$ cat src/rtl/counter_pkg.sv
`timescale 1ns/1ps
`default_nettype none
// ============================================================================
// Package    : counter_pkg
// Description: Mode and direction encodings shared by the up/down counter.
// Revision   : 1.0
// ============================================================================
package counter_pkg;

    localparam logic MODE_WRAP = 1'b0;
    localparam logic MODE_SAT  = 1'b1;
    localparam logic DIR_UP    = 1'b1;
    localparam logic DIR_DOWN  = 1'b0;

endpackage : counter_pkg
`default_nettype wire

$ cat src/rtl/updn_next.sv
`timescale 1ns/1ps
`default_nettype none
// ============================================================================
// Module     : updn_next
// Description: Next-value and terminal-condition logic for a modulo up/down count.
// Revision   : 1.0
// ============================================================================
module updn_next
    import counter_pkg::*;
#(
    parameter int W       = 3,
    parameter int MODULUS = 8
) (
    input  logic [W-1:0] q,
    input  logic         inc,
    input  logic         sat,
    output logic [W-1:0] q_next,
    output logic         term
);

    localparam logic [W:0] C_MAX = (W+1)'(MODULUS - 1);

    logic [W:0] w_q_ext;
    logic [W:0] w_nxt;
    logic       w_unused;

    // One guard bit keeps the increment from silently wrapping at 2**W;
    // the selected value is always <= MODULUS-1, so the guard bit ends up 0.
    always_comb begin
        w_q_ext = {1'b0, q};
        term    = (inc == DIR_UP) ? (w_q_ext == C_MAX) : (w_q_ext == '0);
        w_nxt   = w_q_ext;
        if (!term) begin
            w_nxt = (inc == DIR_UP) ? (w_q_ext + (W+1)'(1)) : (w_q_ext - (W+1)'(1));
        end else if (sat == MODE_SAT) begin
            w_nxt = w_q_ext;
        end else begin
            w_nxt = (inc == DIR_UP) ? '0 : C_MAX;
        end
    end

    assign q_next   = w_nxt[W-1:0];
    assign w_unused = w_nxt[W];

endmodule : updn_next
`default_nettype wire

$ cat src/rtl/updn_counter_param.sv
`timescale 1ns/1ps
`default_nettype none
// ============================================================================
// Module     : updn_counter_param
// Description: Parametrised cascadable up/down counter with load, saturate
//              mode and sticky overflow flag.
// Revision   : 1.0
// ============================================================================
module updn_counter_param
    import counter_pkg::*;
#(
    parameter int W       = 3,
    parameter int MODULUS = 8,
    parameter int SET_VAL = 0
) (
    input  logic         clk,
    input  logic         set,
    input  logic         count,
    input  logic         inc,
    input  logic         ld,
    input  logic [W-1:0] d,
    input  logic         sat,
    input  logic         clr_ovf,
    output logic [W-1:0] q,
    output logic         cout,
    output logic         ovf,
    output logic         zero
);

    localparam logic [W:0]   C_MOD = (W+1)'(MODULUS);
    localparam logic [W-1:0] C_MAX = W'(MODULUS - 1);
    localparam logic [W-1:0] C_SET = W'(SET_VAL);

    logic [W-1:0] q_q;
    logic [W-1:0] q_d;
    logic         ovf_q;
    logic         ovf_d;
    logic [W-1:0] w_q_next;
    logic         w_term;
    logic [W-1:0] w_ld_val;
    logic         w_ovf_evt;

    updn_next #(
        .W       (W),
        .MODULUS (MODULUS)
    ) u_next (
        .q      (q_q),
        .inc    (inc),
        .sat    (sat),
        .q_next (w_q_next),
        .term   (w_term)
    );

    // Out-of-range load data clamps to the top of the count range.
    always_comb begin
        w_ld_val  = ({1'b0, d} < C_MOD) ? d : C_MAX;
        w_ovf_evt = count & w_term & ~ld;
        ovf_d     = w_ovf_evt | (ovf_q & ~clr_ovf);
        q_d       = q_q;
        if (ld) begin
            q_d = w_ld_val;
        end else if (count) begin
            q_d = w_q_next;
        end
    end

    always_ff @(posedge clk) begin
        if (set) begin
            q_q   <= C_SET;
            ovf_q <= 1'b0;
        end else begin
            q_q   <= q_d;
            ovf_q <= ovf_d;
        end
    end

    assign q    = q_q;
    assign ovf  = ovf_q;
    assign zero = (q_q == '0);
    assign cout = count & w_term & ~ld & ~set;

endmodule : updn_counter_param
`default_nettype wire

$ cat config.mk
export PLATFORM = sky130hd
export DESIGN_NAME = updn_counter_param
export DESIGN_NICKNAME = d
export VERILOG_FILES = /design/src/rtl/counter_pkg.sv /design/src/rtl/updn_next.sv /design/src/rtl/updn_counter_param.sv
export SDC_FILE = /design/constraint.sdc
export NUM_CORES = 1
export LEC_CHECK = 0
export ABC_AREA = 1
export ABC_CLOCK_PERIOD_IN_PS = 1350
export CORE_AREA = 2 2 39 41
export DETAILED_ROUTE_END_ITERATION = 7
export DIE_AREA = 0 0 41 43
export GPL_ROUTABILITY_DRIVEN = 0
export PLACE_DENSITY = 0.65
export SETUP_SLACK_MARGIN = 0.02
export SYNTH_ARGS = -nofsm -noshare
export SYNTH_HDL_FRONTEND = slang
export SYNTH_SLANG_ARGS = --single-unit
$ cat constraint.sdc
create_clock -name clk -period 1.35 [get_ports clk]
set_input_delay 0.2025 -clock clk [delete_from_list [all_inputs] [get_ports clk]]
set_output_delay 0.2025 -clock clk [all_outputs]
set_load 0.03 [all_outputs]
==> Word-level counts from Yosys, hierarchy flattened <==
Index checks and enable logic that the tools add are counted.
W data, S select, Z words.
{ "totals": {"wordCells": 24, "output_inout_bits": 6, "input_bits": 10, "regBits": 4} }
{ "op_classes": {"eq_ne": 2, "muxes": 7, "n_reduce_logical": 3, "add_sub_neg": 2, "n_bitwise": 8} }
{ "op_table": {"columns": ["operator", "n"], "rows": [
  ["$mux W3", 6],
  ["$and A1 B1 Y1", 4],
  ["$add A3 B1 Y3 const B", 1],
  ["$eq A3 B3 Y1 const B", 1],
  ["$logic_not A3 Y1", 1],
  ["$ne A3 B3 Y1 const B", 1],
  ["$not A1 Y1", 3],
  ["$sub A3 B1 Y3 const B", 1],
  ["$reduce_and A2 Y1", 1],
  ["$reduce_bool A2 Y1", 1],
  ["$mux W1", 1],
  ["$or A1 B1 Y1", 1]
]} }

==> Longest topological paths before layout <==
{ "logic_depth": {"word_depth": 5, "mapped_depth": 9, "mapped_depth_nobuf": 9} }

==> By module <==
From an unflattened synthesis, not the netlist that was laid out.
{ "hier_totals": {"cells_unflattened": 57, "hier_area_um2": 317.8} }
{ "modules_own_cells": {"columns": ["module", "seq_area_each_um2", "cells_per_inst", "n_inst", "area_each_um2"], "rows": [
  ["updn_counter_param", 80.1, 30, 1, 190.2],
  ["updn_next", 0.0, 27, 1, 127.6]
]} }

==> Worst setup path before layout <==
No wires, ideal clock.
{ "synth_timing": {"kind": "flip-flop to output port", "start": "register q_q[0], in the netlist q[0]", "end": "output port cout", "arrival_time_ns": 1.404, "n_path_buf": 0, "required_time_ns": 1.148, "setup_slack_ns": -0.257, "path_stages_with_launch": 7, "cell_sequence": "dfxtp_1 nand2_1 clkinv_1 nand2_2 nand2_2 nand3_1 nor2_1"} }
{ "synth_between": {"elab_chain_cells": 5, "elab_cells_between_ends": 6, "classes_between": "eq/ne: 1; mux: 1; bitwise: 3; reduce/logical: 1"} }
{ "synth_rtl": {"columns": ["element", "line_no", "text"], "rows": [
  ["from (decl)", "updn_counter_param.sv:34", "logic [W-1:0] q_q;"],
  ["from (signal assigned)", "updn_counter_param.sv:72", "q_q <= q_d;"],
  ["$eq A3 B3 Y1 / $logic_not A3 Y1 (equally long branches)", "updn_next.sv:31", "term = (inc == DIR_UP) ? (w_q_ext == C_MAX) : (w_q_ext == '0);"],
  ["$mux W1 (*)", "updn_next.sv:31", null],
  ["$and A1 B1 Y1 (*) (3 in series)", "updn_counter_param.sv:80", "assign cout = count & w_term & ~ld & ~set;"],
  ["to (decl)", "updn_counter_param.sv:25", "output logic cout,"]
]} }
Mark *: on every way between the ends. The rest lies on a longest branch, timed or not.

==> Worst setup path in the final report <==
{ "layout_timing": {"start": "register q_q[2], in the netlist q[2]", "end": "output port cout"} }
Same word-level chain as after synthesis.

==> out/metrics.yaml <==
cp_max_fo: 4
violations: "negative setup slack"
switching_share: 0.363
p_int_uw: 347
layout-drive-gt1-share: 0.391
crit_arrival_ns: 1.20
yosysSeqAreaShare: 0.221
slew_violations: 0
fin_tns_setup_ns: -0.0918
design_area_um2: 653
endpoint_kind: "output port"
period_needed_ns: 1.40
final.setup.worst_slack_ns: -0.0525
tightest_slew_ns: 0.302
grt_use_total: 0.129
wl_per_cell_um: 9.15
synth_area_um2: 362
insertion_delay_ns: 0.24
grt_pass1_vias: 387
cp.required_ns: 1.15
ir_drop_uv: 476
finalSetupViolations: 2
antenna_found_initial: 0
die_w_um: 41
syn_avg_cell_area_um2: 6.03
ys_types: 17
slew_headroom: 0.799
coreArea_um2: 1380
status: "finished with violations"
final.setup_skew_ns: 0.00297
power.share.clock: 0.281
ant_nets: 0
yosysWarnings: 0
design.die.area_um2: 1760
worstHoldPathType: "reg -> reg"
syn_nets: 71
drc_errors: 0
synthCells: 60
clock_path_buffers: 2
dp.cells: 97
layoutNonFillerInstCount: 103
drt_first_iter_violations: 3
worstSetupStartpointType: "register"
overflow: 0
io_buffer_count: 15
hpwlAfterDp_um: 690
multi_input_area_um2: 264
cts_tree: "built"
area_growth_pct: 80.6
htree_levels: 1
synth_seq_cells: 4
start_util: 0.261
root_buffer: "clkbuf_4"
routed_wl_um: 942
grt_max_degree: 8
placed_cell_area_um2: 577
vias: 456
cts.sinks: 4
power.density_nw_per_um2: 833
post-route-period-util: 1.04
fp-row-count: 14
criticalPathCategory: "reg -> out"
final-seq-area_um2: 88.8
clkTransAtPathRegs_ns: 0.04
antennaDiodeCount: 0
final_common_cell: "nand2_1"
postCtsHoldBufs: 0
fmax_mhz: 713
finalHoldViolCount: 0
cts_made_buffers: 3
final_cell_mix: "18 x nand2_1, 9 x buf_4, 8 x clkdlybuf4s50_1"
dp_slack_ns: -0.365
ios: 16
p_leak_nw: 0.329
grt_pass1_wl_um: 1500
rsz0062_at_grt: "yes"
n_fill_cell: 147
drv_cap: 0
dr.pass1.iters: 2
power_frac_comb: 0.450
final_util: 0.472
nets: 100
vias_per_cell: 4.43
die_y_um: 43
switching_power_uw: 198
p_seq_frac: 0.269
[critical path, stage by stage (launching register included)]
cell and delay (ns):
dfxtp_2 0.31, buf_6 0.12, inv_4 0.07, nand3_4 0.07, nand2_2 0.08, nand3_2 0.07, nor2_2 0.10, buf_6 0.13
[power by group through the flow]
stage                     clock [mW]  combinational, mW  sequential [mW]
after floorplan                    0              0.106            0.167
after global placement             0              0.220            0.148
after detailed placement           0              0.221            0.149
after CTS                      0.158              0.218            0.146
after global routing           0.174              0.273            0.149
final                          0.153              0.245            0.147
[cell type report]
cell class | instances | area share
multi-input combinational | 44 | 0.404
sequential | 4 | 0.136
inverter | 12 | 0.0728
timing repair buffer | 24 | 0.322
clock buffer | 3 | 0.0345
tap | 16 | 0.0307
[cell usage after synthesis]
cell type  count  area share
a21oi_2        2       0.048
o21bai_1       1       0.021
nor2_1         4       0.042
fa_1           1       0.055
nand2_2        5       0.087
nand3_2        1       0.028
o21ai_0        2       0.028
o22ai_1        2       0.035
nand3_1        5       0.069
nand2_1       18        0.19
nor2_2         1       0.017
inv_1          8       0.083
inv_2          2       0.021
clkinv_1       2       0.021
o21a_1         1       0.021
dfxtp_1        4        0.22
or2_2          1       0.017
[cell families after synthesis]
| family | share of synthesized area |
|---|---|
| flops | 0.221 |
| simple gates | 0.446 |
| fa+ha+maj | 0.0554 |
| compound gates | 0.152 |
| buf+inv | 0.125 |
[path summary, 6_finish.rpt]
kind / from / to / slack [ns] / cells past startpoint
max: q[2] / cout / -0.05 / 7
min: ovf / ovf / 0.49 / 2
max reg2reg: q[1] / q[1] / -0.04 / 5
min reg2reg: ovf / ovf / 0.49 / 2
[stage by stage]
step	total power [mW]	hold WS (ns)
5_1_grt	0.596	0.537
6_report	0.544	0.488
4_1_cts	0.522	0.496
3_5_place_dp	0.370	0.468
3_3_place_gp	0.368	0.467
2_1_floorplan	0.273	0.258
[metal layers]
metal / GRT usage / wire [um] / up-vias / share of wire
met5: 0 / 0 / - / 0
met4: 0.0400 / 0 / 0 / 0
met3: 0.0785 / 67 / 0 / 0.071
met2: 0.184 / 494 / 15 / 0.52
met1: 0.155 / 380 / 200 / 0.40
li1: - / - / 241 / -
[flip-flops by register name, indices dropped and copies added, names as in the netlist]
signal  cells
ovf         1
q           3
[repair_timing]
action / CTS / global route
setup buffers: 0 / 3
pin swaps: 1 / 3
gates resized for setup: 9 / 10
setup endpoints to repair: 8 / 3
Note: power is estimated with default switching activity, not from simulation.
